`config.mk`:
```
export PLATFORM = sky130hd
export DESIGN_NAME = uart_rx_axis
export DESIGN_NICKNAME = d
export VERILOG_FILES = /design/src/rtl/uart_rx_axis.sv
export SDC_FILE = /design/constraint.sdc
export NUM_CORES = 1
export LEC_CHECK = 0
export ABC_CLOCK_PERIOD_IN_PS = 3120
export BUFFER_PORTS_ARGS = -buffer_cell sky130_fd_sc_hd__buf_2
export CAP_MARGIN = 10
export CORE_MARGIN = 2
export CORE_UTILIZATION = 30
export CTS_CLUSTER_DIAMETER = 40
export DETAILED_ROUTE_END_ITERATION = 10
export HOLD_SLACK_MARGIN = 0.06
export PLACE_DENSITY = 0.58
export SYNTH_ARGS = -nofsm -noshare
export SYNTH_HDL_FRONTEND = slang
export SYNTH_SLANG_ARGS = --single-unit
```
`constraint.sdc`:
```
create_clock -name clk -period 3.12 [get_ports clk]
set_input_delay 0.624 -clock clk [delete_from_list [all_inputs] [get_ports clk]]
set_output_delay 0.624 -clock clk [all_outputs]
set_load 0.01 [all_outputs]
```
`src/rtl/uart_rx_axis.sv`:
```
// uart_rx_axis: 8N1 UART receiver (LSB first) presenting each received byte as
// one AXI-stream beat. Bit period is prescale*8 clk cycles (prescale 0 acts as 1),
// which matches the transmitter so the two loop back directly.
// Ports:
//   clk, rst              rising-edge clock, synchronous active-high reset
//   m_axis_tdata/tvalid   received byte and its valid flag
//   m_axis_tready         downstream accept; never stalls reception
//   rxd                   asynchronous serial input, idle high
//   busy                  a frame (or a break after a bad stop bit) is in progress
//   overrun_error         1-cycle pulse: new byte replaced an unconsumed one
//   frame_error           1-cycle pulse: stop bit sampled low
//   prescale              bit-rate divider, latched at start detection
module uart_rx_axis #(
  parameter int DATA_WIDTH = 8
) (
  input  logic                  clk,
  input  logic                  rst,
  output logic [DATA_WIDTH-1:0] m_axis_tdata,
  output logic                  m_axis_tvalid,
  input  logic                  m_axis_tready,
  input  logic                  rxd,
  output logic                  busy,
  output logic                  overrun_error,
  output logic                  frame_error,
  input  logic [15:0]           prescale
);

  localparam int CW = $clog2(DATA_WIDTH + 1);

  typedef enum logic [2:0] {IDLE, START, DATA, STOP, WAIT_HIGH} state_t;

  // Synchroniser plus one history flop for falling-edge detection.
  logic rxd_meta_q, rxd_s_q, rxd_prev_q;

  state_t                state_q, state_d;
  logic [18:0]           timer_q, timer_d;
  logic [15:0]           presc_q, presc_d;
  logic [DATA_WIDTH-1:0] shift_q, shift_d;
  logic [CW-1:0]         bit_q, bit_d;
  logic [DATA_WIDTH-1:0] tdata_q, tdata_d;
  logic                  tvalid_q, tvalid_d;
  logic                  busy_q, busy_d;
  logic                  ovr_q, ovr_d;
  logic                  ferr_q, ferr_d;

  logic [15:0] presc_eff;
  logic        tick;

  assign presc_eff = (prescale == 16'd0) ? 16'd1 : prescale;
  assign tick      = (timer_q == 19'd0);

  always_comb begin
    state_d  = state_q;
    timer_d  = timer_q;
    presc_d  = presc_q;
    shift_d  = shift_q;
    bit_d    = bit_q;
    tdata_d  = tdata_q;
    tvalid_d = tvalid_q;
    ovr_d    = 1'b0;
    ferr_d   = 1'b0;

    // Beat consumed; a commit below may re-assert it in the same cycle.
    if (tvalid_q && m_axis_tready) tvalid_d = 1'b0;

    unique case (state_q)
      IDLE: begin
        if (rxd_prev_q && !rxd_s_q) begin
          presc_d = presc_eff;
          // Half a bit period lands the start sample mid-bit.
          timer_d = {1'b0, presc_eff, 2'b00} - 19'd1;
          state_d = START;
        end
      end
      START: begin
        if (tick) begin
          if (rxd_s_q) begin
            state_d = IDLE;             // glitch, not a real start bit
          end else begin
            timer_d = {presc_q, 3'b000} - 19'd1;
            bit_d   = '0;
            state_d = DATA;
          end
        end else begin
          timer_d = timer_q - 19'd1;
        end
      end
      DATA: begin
        if (tick) begin
          shift_d = {rxd_s_q, shift_q[DATA_WIDTH-1:1]};
          timer_d = {presc_q, 3'b000} - 19'd1;
          if (bit_q == CW'(DATA_WIDTH - 1)) state_d = STOP;
          else                              bit_d   = bit_q + CW'(1);
        end else begin
          timer_d = timer_q - 19'd1;
        end
      end
      STOP: begin
        if (tick) begin
          if (rxd_s_q) begin
            tdata_d  = shift_q;
            tvalid_d = 1'b1;
            // Old beat still pending and not taken this cycle: it is lost.
            ovr_d    = tvalid_q && !m_axis_tready;
            state_d  = IDLE;
          end else begin
            ferr_d  = 1'b1;
            state_d = WAIT_HIGH;
          end
        end else begin
          timer_d = timer_q - 19'd1;
        end
      end
      WAIT_HIGH: begin
        // Hold off until the line idles so a break is not taken as a start.
        if (rxd_s_q) state_d = IDLE;
      end
      default: state_d = IDLE;
    endcase

    busy_d = (state_d != IDLE);
  end

  always_ff @(posedge clk) begin
    if (rst) begin
      rxd_meta_q <= 1'b1;
      rxd_s_q    <= 1'b1;
      rxd_prev_q <= 1'b1;
      state_q    <= IDLE;
      timer_q    <= '0;
      presc_q    <= '0;
      shift_q    <= '0;
      bit_q      <= '0;
      tdata_q    <= '0;
      tvalid_q   <= 1'b0;
      busy_q     <= 1'b0;
      ovr_q      <= 1'b0;
      ferr_q     <= 1'b0;
    end else begin
      rxd_meta_q <= rxd;
      rxd_s_q    <= rxd_meta_q;
      rxd_prev_q <= rxd_s_q;
      state_q    <= state_d;
      timer_q    <= timer_d;
      presc_q    <= presc_d;
      shift_q    <= shift_d;
      bit_q      <= bit_d;
      tdata_q    <= tdata_d;
      tvalid_q   <= tvalid_d;
      busy_q     <= busy_d;
      ovr_q      <= ovr_d;
      ferr_q     <= ferr_d;
    end
  end

  assign m_axis_tdata  = tdata_q;
  assign m_axis_tvalid = tvalid_q;
  assign busy          = busy_q;
  assign overrun_error = ovr_q;
  assign frame_error   = ferr_q;

endmodule
```
==> impl_metrics.env <==
export IMPL_power_density_mw_per_mm2=583
export IMPL_grt_ovfl_total=0
export IMPL_clock_latency_ns=0.34
export IMPL_n_antenna_cell=0
export IMPL_ant_nets=0
export IMPL_dp_slack_ns=-0.0289
export IMPL_ys_async_sr_fraction_pct=0
export IMPL_cts_resized=0
export IMPL_grt_pass1_wl_mm=15.8
export IMPL_max_freq_mhz=357
export IMPL_finalSetupViolCount=0
export IMPL_synth_ff_type="dfxtp_1"
export IMPL_tritoncts_num_buffers=9
export IMPL_path_cells="buf_2, nor4_1, nand3_1, nor4_1, nor2_1, ha_1, nor3b_1, nand4_1, xor2_1, o21ai_0, a221oi_1, nor2_1"
export IMPL_clkSinkCount=65
export IMPL_nets=494
export IMPL_cp_num_buf_inv=1
export IMPL_start_util_pct=31.1
export IMPL_hold_slack_ns=0.405
export IMPL_critPathMaxFanout=6
export IMPL_htreeDepth=3
export IMPL_critPathRequiredTime_ns=3.34
export IMPL_wl_per_cell_microns=15.2
export IMPL_vias_per_cell=5.49
export IMPL_top_level_ports=32
export IMPL_synth_warnings=0
export IMPL_hold_buffers=0
export IMPL_dp_hpwl_mm=6.82
export IMPL_cp_end_kind="flop"
export IMPL_netlist_cell_type_count=51
export IMPL_cts_root_buf="clkbuf_16"
export IMPL_worst_pin_slew_ns=1.03
export IMPL_avgSynthCellArea_sq_um=8.26
export IMPL_path_clk_slew_ns=0.06
export IMPL_grt_max_degree=51
export IMPL_die_w_microns=113
export IMPL_finalCritPeriodShare_pct=89.7
export IMPL_min_path_type="reg2reg"
export IMPL_cts_tree="yes"
export IMPL_crit_family="simple AND/OR/NAND/NOR gates"
export IMPL_crit_arrival_ns=3.02
export IMPL_fin_skew_ns=0.00551
export IMPL_vias=3385
export IMPL_drv_cap=0
export IMPL_rsz0062_at_grt="no"
export IMPL_syn_inst=434
export IMPL_max_slew_margin_pct=31.0
export IMPL_core_sq_mm=0.0115
export IMPL_setup_ws_ns=0.323
export IMPL_ys_seq_elements=65
export IMPL_post_route_cells_drive_above_1_share_pct=16.0
export IMPL_min_period_ns=2.80
export IMPL_hold_violations=0
export IMPL_grt_usage_pct=15.3
export IMPL_synth_edf_count=0
export IMPL_drc_errors=0
export IMPL_leakage_uw=0.00169
export IMPL_cts_setup_buffers=0
export IMPL_critPathSlowestCell="nor4_1"
export IMPL_grt_pass1_vias=3191
export IMPL_firstDrtPassIters=5
export IMPL_ir_drop_mv=0.313
export IMPL_synth_fp_nets=459
export IMPL_finalWirelength_mm=9.41
export IMPL_die_area_sq_mm=0.0128
export IMPL_place_gp_congestion=0.903
export IMPL_outcome="finished, final reports clean"
export IMPL_cts_buffer_depth=2
export IMPL_drtIter0Drc=264
export IMPL_fill_cells=1204
export IMPL_worstSetupStartpointType="input port"
export IMPL_slowest_delay_ns=0.43
export IMPL_antenna_found_initial=0
export IMPL_fp_row_count=39
export IMPL_critPathKind="in2reg"
export IMPL_maxSlewViolCount=0
export IMPL_seq_area_frac_synth_pct=36.3
export IMPL_die_height_microns=113
export IMPL_netlist_area_sq_mm=0.00358
export IMPL_io_buffers=31
export IMPL_area_growth_pct=19.5
cell usage after synthesis (5+ instances only):
library cell	n	area, sq um
nor4_1	12	75.1
xor2_1	18	158
clkbuf_1	19	71.3
xnor2_1	9	78.8
or4_1	5	37.5
inv_1	11	41.3
nand3b_1	6	45.0
mux2i_1	33	330
a31oi_1	9	56.3
nand2_1	24	90.1
nor3_1	13	65.1
ha_1	5	62.6
o22ai_1	8	50.1
nand4_1	5	31.3
a21oi_1	18	90.1
nand4b_1	5	43.8
nand3_1	15	75.1
a211oi_1	5	37.5
dfxtp_1	65	1300
nor2_1	69	259
o21ai_0	23	115
power by group:
group	total (uW)	switching [uW]	internal [uW]
Combinational	468	288	180
Sequential	900	38.5	861
Clock	1130	398	732
sequential cells by signal, summed over array words and instances (netlist names):
name / flops
bit_q: 4
busy: 1
frame_error: 1
m_axis_tdata: 8
m_axis_tvalid: 1
overrun_error: 1
presc_q: 16
rxd_meta_q: 1
rxd_prev_q: 1
rxd_s_q: 1
shift_q: 8
state_q: 3
timer_q: 19
cell usage in the layout, fill, tap and decap left out, types with 6 or more instances in the layout:
| cell type | Yosys | layout |
|---|---|---|
| a21oi_1 | 18 | 18 |
| a31oi_1 | 9 | 9 |
| buf_2 | 2 | 31 |
| buf_4 | 0 | 14 |
| clkbuf_16 | 0 | 9 |
| dfxtp_1 | 65 | 65 |
| inv_1 | 11 | 11 |
| mux2i_1 | 33 | 33 |
| nand2_1 | 24 | 24 |
| nand3_1 | 15 | 15 |
| nand3b_1 | 6 | 6 |
| nor2_1 | 69 | 69 |
| nor3_1 | 13 | 13 |
| nor4_1 | 12 | 11 |
| o21ai_0 | 23 | 23 |
| o22ai_1 | 8 | 8 |
| xnor2_1 | 9 | 9 |
| xor2_1 | 18 | 18 |
worst reg2reg max path, stage by stage, from the launching register on:
cell and delay [ns]:
dfxtp_1 0.37, or4_4 0.59, nor4b_4 0.42, a31o_2 0.40
nor2_1 0.14, a221o_1 0.40, a32o_1 0.22
cells by family after synthesis:
logic type / Yosys count / share of synthesized area, %
xor+xnor: 27 / 6.60
compound gates: 92 / 16.8
buf+inv: 32 / 3.42
simple gates: 180 / 26.0
flops: 65 / 36.3
mux: 33 / 9.21
fa+ha+maj: 5 / 1.75
path summary, 6_finish.rpt:
path              depth (start not counted)     endpoint  slack (ns)    startpoint
hold reg to reg                           1      rxd_s_q        0.41    rxd_meta_q
setup reg to reg                          6   timer_q[9]        0.46    timer_q[6]
setup / recovery                         12  timer_q[16]        0.32  prescale[10]
hold / removal                            1      rxd_s_q        0.41    rxd_meta_q
per-stage QoR:
stage               utilization (%)  TNS, ns  total power (uW)  area [sq um]  instances
floorplan                         -        0              1230          3580        434
global placement               34.3        0              1370          3950        601
CTS                            37.2        0              2510          4280        617
detailed placement             34.3  -0.0584              1370          3950        601
finish                         37.2        0              2500          4280        617
global route                   37.2        0              2610          4280        617
metal layers:
metal / part of all wire [%] / vias to the layer above / global-route usage [%]
met5: 0 / - / 0
met4: 2.1 / 0 / 7.64
met3: 6.0 / 13 / 2.79
met2: 46 / 116 / 23.5
met1: 46 / 1591 / 20.5
li1: - / 1665 / -
cell type report:
| class | instances | area (sq um) | area share (%) |
|---|---|---|---|
| inverter | 11 | 41.3 | 0.964 |
| clock inverter | 6 | 95.1 | 2.22 |
| clock buffer | 10 | 239 | 5.58 |
| timing repair buffer | 45 | 260 | 6.08 |
| tap | 143 | 179 | 4.18 |
| multi-input combinational | 337 | 2170 | 50.6 |
| sequential | 65 | 1300 | 30.4 |
Power figures use the tool's default switching activity.
